[config.mk]
export PLATFORM = sky130hd
export DESIGN_NAME = resp_tx_sched
export DESIGN_NICKNAME = d
export VERILOG_FILES = /design/src/rtl/kt_pkg.sv /design/src/rtl/tele_div.sv /design/src/rtl/resp_tx_sched.sv
export SDC_FILE = /design/constraint.sdc
export NUM_CORES = 1
export LEC_CHECK = 0
export CORE_ASPECT_RATIO = 0.8
export CORE_MARGIN = 1
export CORE_UTILIZATION = 60
export CTS_BUF_LIST = sky130_fd_sc_hd__clkbuf_2 sky130_fd_sc_hd__clkbuf_4 sky130_fd_sc_hd__clkbuf_8
export DETAILED_ROUTE_END_ITERATION = 12
export DONT_BUFFER_PORTS = 1
export PLACE_DENSITY = 0.76
export SYNTH_ARGS = -nofsm -noshare
export SYNTH_HDL_FRONTEND = slang
export SYNTH_SLANG_ARGS = --single-unit
[constraint.sdc]
create_clock -name clk -period 2.9 [get_ports clk]
set_input_delay 0.87 -clock clk [delete_from_list [all_inputs] [get_ports clk]]
set_output_delay 0.87 -clock clk [all_outputs]
set_load 0.01 [all_outputs]
[src/rtl/kt_pkg.sv]
// Shared definitions for the response/telemetry TX scheduler.
//   sched_state_t : byte scheduler states
//   ACK_DONE / ACK_BUSY : acknowledge byte values from the command processor
//   TELE_HDR_DEF : default telemetry frame header byte
package kt_pkg;

    typedef enum logic [2:0] {
        IDLE,
        ACK,
        T_HDR,
        T_HI,
        T_LO
    } sched_state_t;

    localparam logic [7:0] ACK_DONE     = 8'hA5;
    localparam logic [7:0] ACK_BUSY     = 8'h5A;
    localparam logic [7:0] TELE_HDR_DEF = 8'hC3;

endpackage

[src/rtl/tele_div.sv]
// Telemetry divider: counts heading_rdy pulses and, every TELE_DIV pulses,
// snapshots the heading and raises tele_pend.
//   clk, rst_n   : clock, async active-low reset
//   tele_en      : level enable; low clears the divider and any pending frame
//   heading      : signed heading sample
//   heading_rdy  : 1-cycle pulse, heading valid
//   clr          : scheduler consumed the pending frame
//   tele_pend    : a frame is waiting to be sent
//   hd_reg       : latest heading snapshot
module tele_div #(
    parameter int unsigned TELE_DIV = 16
) (
    input  logic        clk,
    input  logic        rst_n,
    input  logic        tele_en,
    input  logic [11:0] heading,
    input  logic        heading_rdy,
    input  logic        clr,
    output logic        tele_pend,
    output logic [11:0] hd_reg
);

    localparam logic [7:0] LAST = 8'(TELE_DIV - 1);

    logic [7:0] div_cnt;

    always_ff @(posedge clk or negedge rst_n) begin
        if (!rst_n) begin
            div_cnt   <= '0;
            tele_pend <= 1'b0;
            hd_reg    <= '0;
        end else if (!tele_en) begin
            div_cnt   <= '0;
            tele_pend <= 1'b0;
        end else begin
            if (clr)
                tele_pend <= 1'b0;
            // A fresh snapshot in the same cycle as a clear queues a new frame.
            if (heading_rdy) begin
                if (div_cnt == LAST) begin
                    div_cnt   <= '0;
                    hd_reg    <= heading;
                    tele_pend <= 1'b1;
                end else begin
                    div_cnt <= div_cnt + 8'd1;
                end
            end
        end
    end

endmodule

[src/rtl/resp_tx_sched.sv]
// Shares the UART TX byte channel between command acknowledges and a
// periodic 3-byte heading telemetry frame (header, sign-extended high
// nibble, low byte). Acks win at frame boundaries; frames are never split.
//   clk, rst_n   : clock, async active-low reset
//   ack_req      : 1-cycle pulse, send ack_byte
//   ack_byte     : ack value, sampled on ack_req
//   tele_en      : telemetry enable level
//   heading      : signed 12-bit heading
//   heading_rdy  : 1-cycle pulse, heading valid
//   tx_done      : UART byte finished (level)
//   trmt         : 1-cycle pulse, start transmit of tx_data
//   tx_data      : byte being transmitted
//   ack_sent     : 1-cycle pulse when the ack byte completes
//   ack_ovf      : sticky, ack_req arrived with an ack already pending
//   busy         : scheduler not IDLE
module resp_tx_sched
    import kt_pkg::*;
#(
    parameter int unsigned TELE_DIV = 16,
    parameter logic [7:0]  TELE_HDR = TELE_HDR_DEF
) (
    input  logic        clk,
    input  logic        rst_n,
    input  logic        ack_req,
    input  logic [7:0]  ack_byte,
    input  logic        tele_en,
    input  logic [11:0] heading,
    input  logic        heading_rdy,
    input  logic        tx_done,
    output logic        trmt,
    output logic [7:0]  tx_data,
    output logic        ack_sent,
    output logic        ack_ovf,
    output logic        busy
);

    sched_state_t state, state_nx;

    logic        ack_pend, ack_pend_nx;
    logic [7:0]  ack_reg, ack_reg_nx;
    logic        ack_ovf_nx;
    logic        trmt_nx;
    logic [7:0]  tx_data_nx;
    logic        ack_sent_nx;
    logic        tele_clr;
    logic        tele_pend;
    logic [11:0] hd_reg;
    logic        byte_done;

    tele_div #(
        .TELE_DIV (TELE_DIV)
    ) u_tele_div (
        .clk         (clk),
        .rst_n       (rst_n),
        .tele_en     (tele_en),
        .heading     (heading),
        .heading_rdy (heading_rdy),
        .clr         (tele_clr),
        .tele_pend   (tele_pend),
        .hd_reg      (hd_reg)
    );

    // tx_done still reflects the previous byte while trmt is high.
    assign byte_done = tx_done && !trmt;
    assign busy      = (state != IDLE);

    always_comb begin
        state_nx    = state;
        trmt_nx     = 1'b0;
        tx_data_nx  = tx_data;
        ack_sent_nx = 1'b0;
        ack_pend_nx = ack_pend;
        ack_reg_nx  = ack_reg;
        ack_ovf_nx  = ack_ovf;
        tele_clr    = 1'b0;

        if (ack_req) begin
            ack_pend_nx = 1'b1;
            ack_reg_nx  = ack_byte;
            if (ack_pend)
                ack_ovf_nx = 1'b1;
        end

        unique case (state)
            IDLE: begin
                // A request arriving this cycle is sent directly so trmt
                // follows ack_req by one cycle.
                if (ack_req || ack_pend) begin
                    state_nx    = ACK;
                    trmt_nx     = 1'b1;
                    tx_data_nx  = ack_req ? ack_byte : ack_reg;
                    ack_pend_nx = 1'b0;
                end else if (tele_pend) begin
                    state_nx   = T_HDR;
                    trmt_nx    = 1'b1;
                    tx_data_nx = TELE_HDR;
                    tele_clr   = 1'b1;
                end
            end
            ACK: begin
                if (byte_done) begin
                    state_nx    = IDLE;
                    ack_sent_nx = 1'b1;
                end
            end
            T_HDR: begin
                if (byte_done) begin
                    state_nx   = T_HI;
                    trmt_nx    = 1'b1;
                    tx_data_nx = {{4{hd_reg[11]}}, hd_reg[11:8]};
                end
            end
            T_HI: begin
                if (byte_done) begin
                    state_nx   = T_LO;
                    trmt_nx    = 1'b1;
                    tx_data_nx = hd_reg[7:0];
                end
            end
            T_LO: begin
                if (byte_done)
                    state_nx = IDLE;
            end
            default: state_nx = IDLE;
        endcase
    end

    always_ff @(posedge clk or negedge rst_n) begin
        if (!rst_n) begin
            state    <= IDLE;
            trmt     <= 1'b0;
            tx_data  <= '0;
            ack_sent <= 1'b0;
            ack_pend <= 1'b0;
            ack_reg  <= '0;
            ack_ovf  <= 1'b0;
        end else begin
            state    <= state_nx;
            trmt     <= trmt_nx;
            tx_data  <= tx_data_nx;
            ack_sent <= ack_sent_nx;
            ack_pend <= ack_pend_nx;
            ack_reg  <= ack_reg_nx;
            ack_ovf  <= ack_ovf_nx;
        end
    end

endmodule

==> flow_summary.json <==
{
  "worstSetupEndpoint": "busy",
  "critPathKind": "flop to primary output",
  "cts_sinks": 44,
  "relSlewSlack_pct": 57.5,
  "worstSkewPairLatency_ns": 0.29,
  "drv_slew": 0,
  "numPortBuffers": 0,
  "drtIter0Drc": 141,
  "multiInputGateArea_um2": 880,
  "grt_usage_pct": 24.8,
  "ys.flop_type": "dfrtp_1",
  "crit_path_cell_trace": "nor3_2 -> inv_1",
  "dp_slack_ns": 0.845,
  "drive_gt1_share_pct": 21.1,
  "r2r_slack_ns": 1.08,
  "reg2reg_depth": 4,
  "cpPeakStageDelay_ns": 0.58,
  "htreeDepth": 2,
  "cp.required_ns": 2.03,
  "grt_pass1_wl_um": 6240,
  "cts_setup_buffers": 0,
  "synth.avg_cell_area_um2": 12.0,
  "ir_drop_mv": 0.386,
  "dieArea_mm2": 0.00364,
  "leakagePower_nw": 0.988,
  "r2r-end": "tx_data[6]",
  "core_mm2": 0.00315,
  "rsz0062_at_grt": "false",
  "setup_viol_count_final": 0,
  "wire_per_inst_um": 18.4,
  "period_share_pct": 81.6,
  "wl_um": 3880,
  "cp_max_fo": 15,
  "areaGrowthSynthToFinish_pct": 5.03,
  "r2r-start": "state[0]",
  "dp_hpwl_um": 2810,
  "min-delay-path-class": "primary input to async pin",
  "ys_types": 38,
  "drc": 0,
  "cp.depth": 2,
  "cp-start-kind": "flop",
  "largest_reg_flops": 12,
  "drtPass1Iterations": 4,
  "cts_hold_buf": 0,
  "syn-num-nets": 197,
  "die_w_um": 67.2,
  "fin_crit_ns": 2.37,
  "critPathBufInv": 1,
  "critPathLaunch": "state[0]",
  "ys_ff_latch": 44,
  "power_density_mw_per_mm2": 711,
  "cts_resized": 0,
  "nets": 197,
  "cts_buffers": 5,
  "status": "finished clean",
  "worst_pin_slew_ns": 0.636,
  "clkTransAtPathRegs_ns": 0.08,
  "crit_arrival_ns": 1.50,
  "cts_tree": "built",
  "synth_edf_count": 0,
  "ys.warnings.count": 0,
  "end_kind": "primary output",
  "initial_core_util_pct": 64.7,
  "gp_congestion": 0.890,
  "num_rows": 18,
  "vias_per_cell": 6.09,
  "hold_viol_final": 0,
  "seq_area_frac_synth_pct": 54.0,
  "die_h_um": 54.2,
  "fillers": 228,
  "grt_pass1_vias": 1266,
  "grt_start_max_net_pins": 45,
  "placed_area_mm2": 0.00205,
  "io_pins": 38,
  "clock_skew_ns": 0.00601,
  "antenna_cells": 0,
  "fin_setup_tns_ns": 0,
  "finalPower_w": 0.00152,
  "overflow": 0,
  "vias": 1285,
  "worst_slack_ns": 0.534,
  "cap_violations": 0,
  "final-seq-area_mm2": 0.00110,
  "synth_area_mm2": 0.00204,
  "stdcell_area_mm2": 0.00214,
  "ys_async_sr_fraction_pct": 100,
  "synth_cells": 170,
  "antenna_found_initial": 0,
  "clock_path_buffers": 2,
  "critPathSlowestCell": "dfrtp_1",
  "antenna_left": 0,
  "path_delay_family": "flip-flops",
  "max_freq_mhz": 423,
  "clockRootBuffer": "clkbuf_8"
}
==> per-layer routing <==
metal  wire length [um]  track usage, %  vias to the layer above
li1                   -               -                      606
met1               1760            34.3                      630
met2               1750            36.5                       44
met3                333            8.69                        5
met4                 36            8.16                        0
met5                  0               0                        -
==> cell usage after synthesis (2+ instances only) <==
master	instances	share of area (%)
dfrtp_1	44	54
a21oi_1	17	4.2
mux2_2	12	6.6
nand2_1	12	2.2
nor2_1	11	2.0
mux2_4	10	7.4
nor3_1	6	1.5
a21o_1	4	1.5
nor2b_1	4	1.2
o21ai_0	4	0.98
a211oi_1	3	1.1
buf_2	3	0.74
inv_1	3	0.55
mux2i_1	3	1.5
nand2b_1	3	0.92
nand3_1	3	0.74
a22o_1	2	0.86
a31oi_1	2	0.61
and3_1	2	0.61
buf_6	2	1.1
or3_1	2	0.61
xor2_1	2	0.86
==> per-stage QoR <==
stage          std cells  utilization [%]  hold slack [ns]
6_report             211             68.0            0.274
5_1_grt              211             68.0            0.251
4_1_cts              211             68.0            0.264
3_5_place_dp         203             64.9            0.494
3_3_place_gp         203             64.9            0.481
2_1_floorplan        170                -            0.472
==> worst min-delay path by stage <==
stage	startpoint	to	slack (ns)	cells past startpoint
6_report	rst_n	tx_data[0]	0.27	0
3_3_place_gp	ack_reg[0]	ack_reg[0]	0.48	1
2_1_floorplan	ack_reg[2]	ack_reg[2]	0.47	1
5_1_grt	rst_n	tx_data[2]	0.25	0
4_1_cts	rst_n	ack_reg[5]	0.26	0
3_5_place_dp	ack_reg[3]	ack_reg[3]	0.49	1
==> cells in the final DEF (no fill, tap or decap), types with 4 or more instances in the layout <==
cell type and instances:
a21oi_1 17, nand2_1 12, nor2b_1 4, clkbuf_8 6
nor3_1 6, a21o_1 4, nor2_1 11, dfrtp_1 44
o21ai_0 4, mux2_4 10, mux2_2 12
==> worst reg2reg max path: cells and delay by family, from the launching register on <==
kind / cells / cell delay [ns]
AOI/OAI and AO/OA: 1 / 0.13
buffers and inverters: 1 / 0.18
DFF: 1 / 0.58
muxes: 1 / 0.35
and+or+nand+nor: 1 / 0.48
==> area by class of cell <==
type,instances,share of cell area (%)
inverters,4,0.701
multi-input cells,115,41.0
flip-flops and latches,44,51.4
well taps,40,2.34
clock buffers,8,4.55
==> cells by family (layout without fill, tap and decap cells) <==
logic type / Yosys count / after routing / synth area share [%]
buffers and inverters: 11 / 12 / 2.94
and+or+nand+nor: 51 / 51 / 14.3
adders and majority gates: 1 / 1 / 0.613
xor gates and xnor gates: 3 / 3 / 1.29
DFF: 44 / 44 / 54.0
AOI/OAI and AO/OA: 35 / 35 / 11.4
muxes: 25 / 25 / 15.5
==> power by group <==
part,internal (W),leakage (nW),switching [W]
combinational,0.000139,0.373,0.000140
sequential,0.000709,0.563,0.000135
clock,0.000213,0.0523,0.000187
total,0.00106,0.988,0.000463
Note: power is estimated with default switching activity, not from simulation.
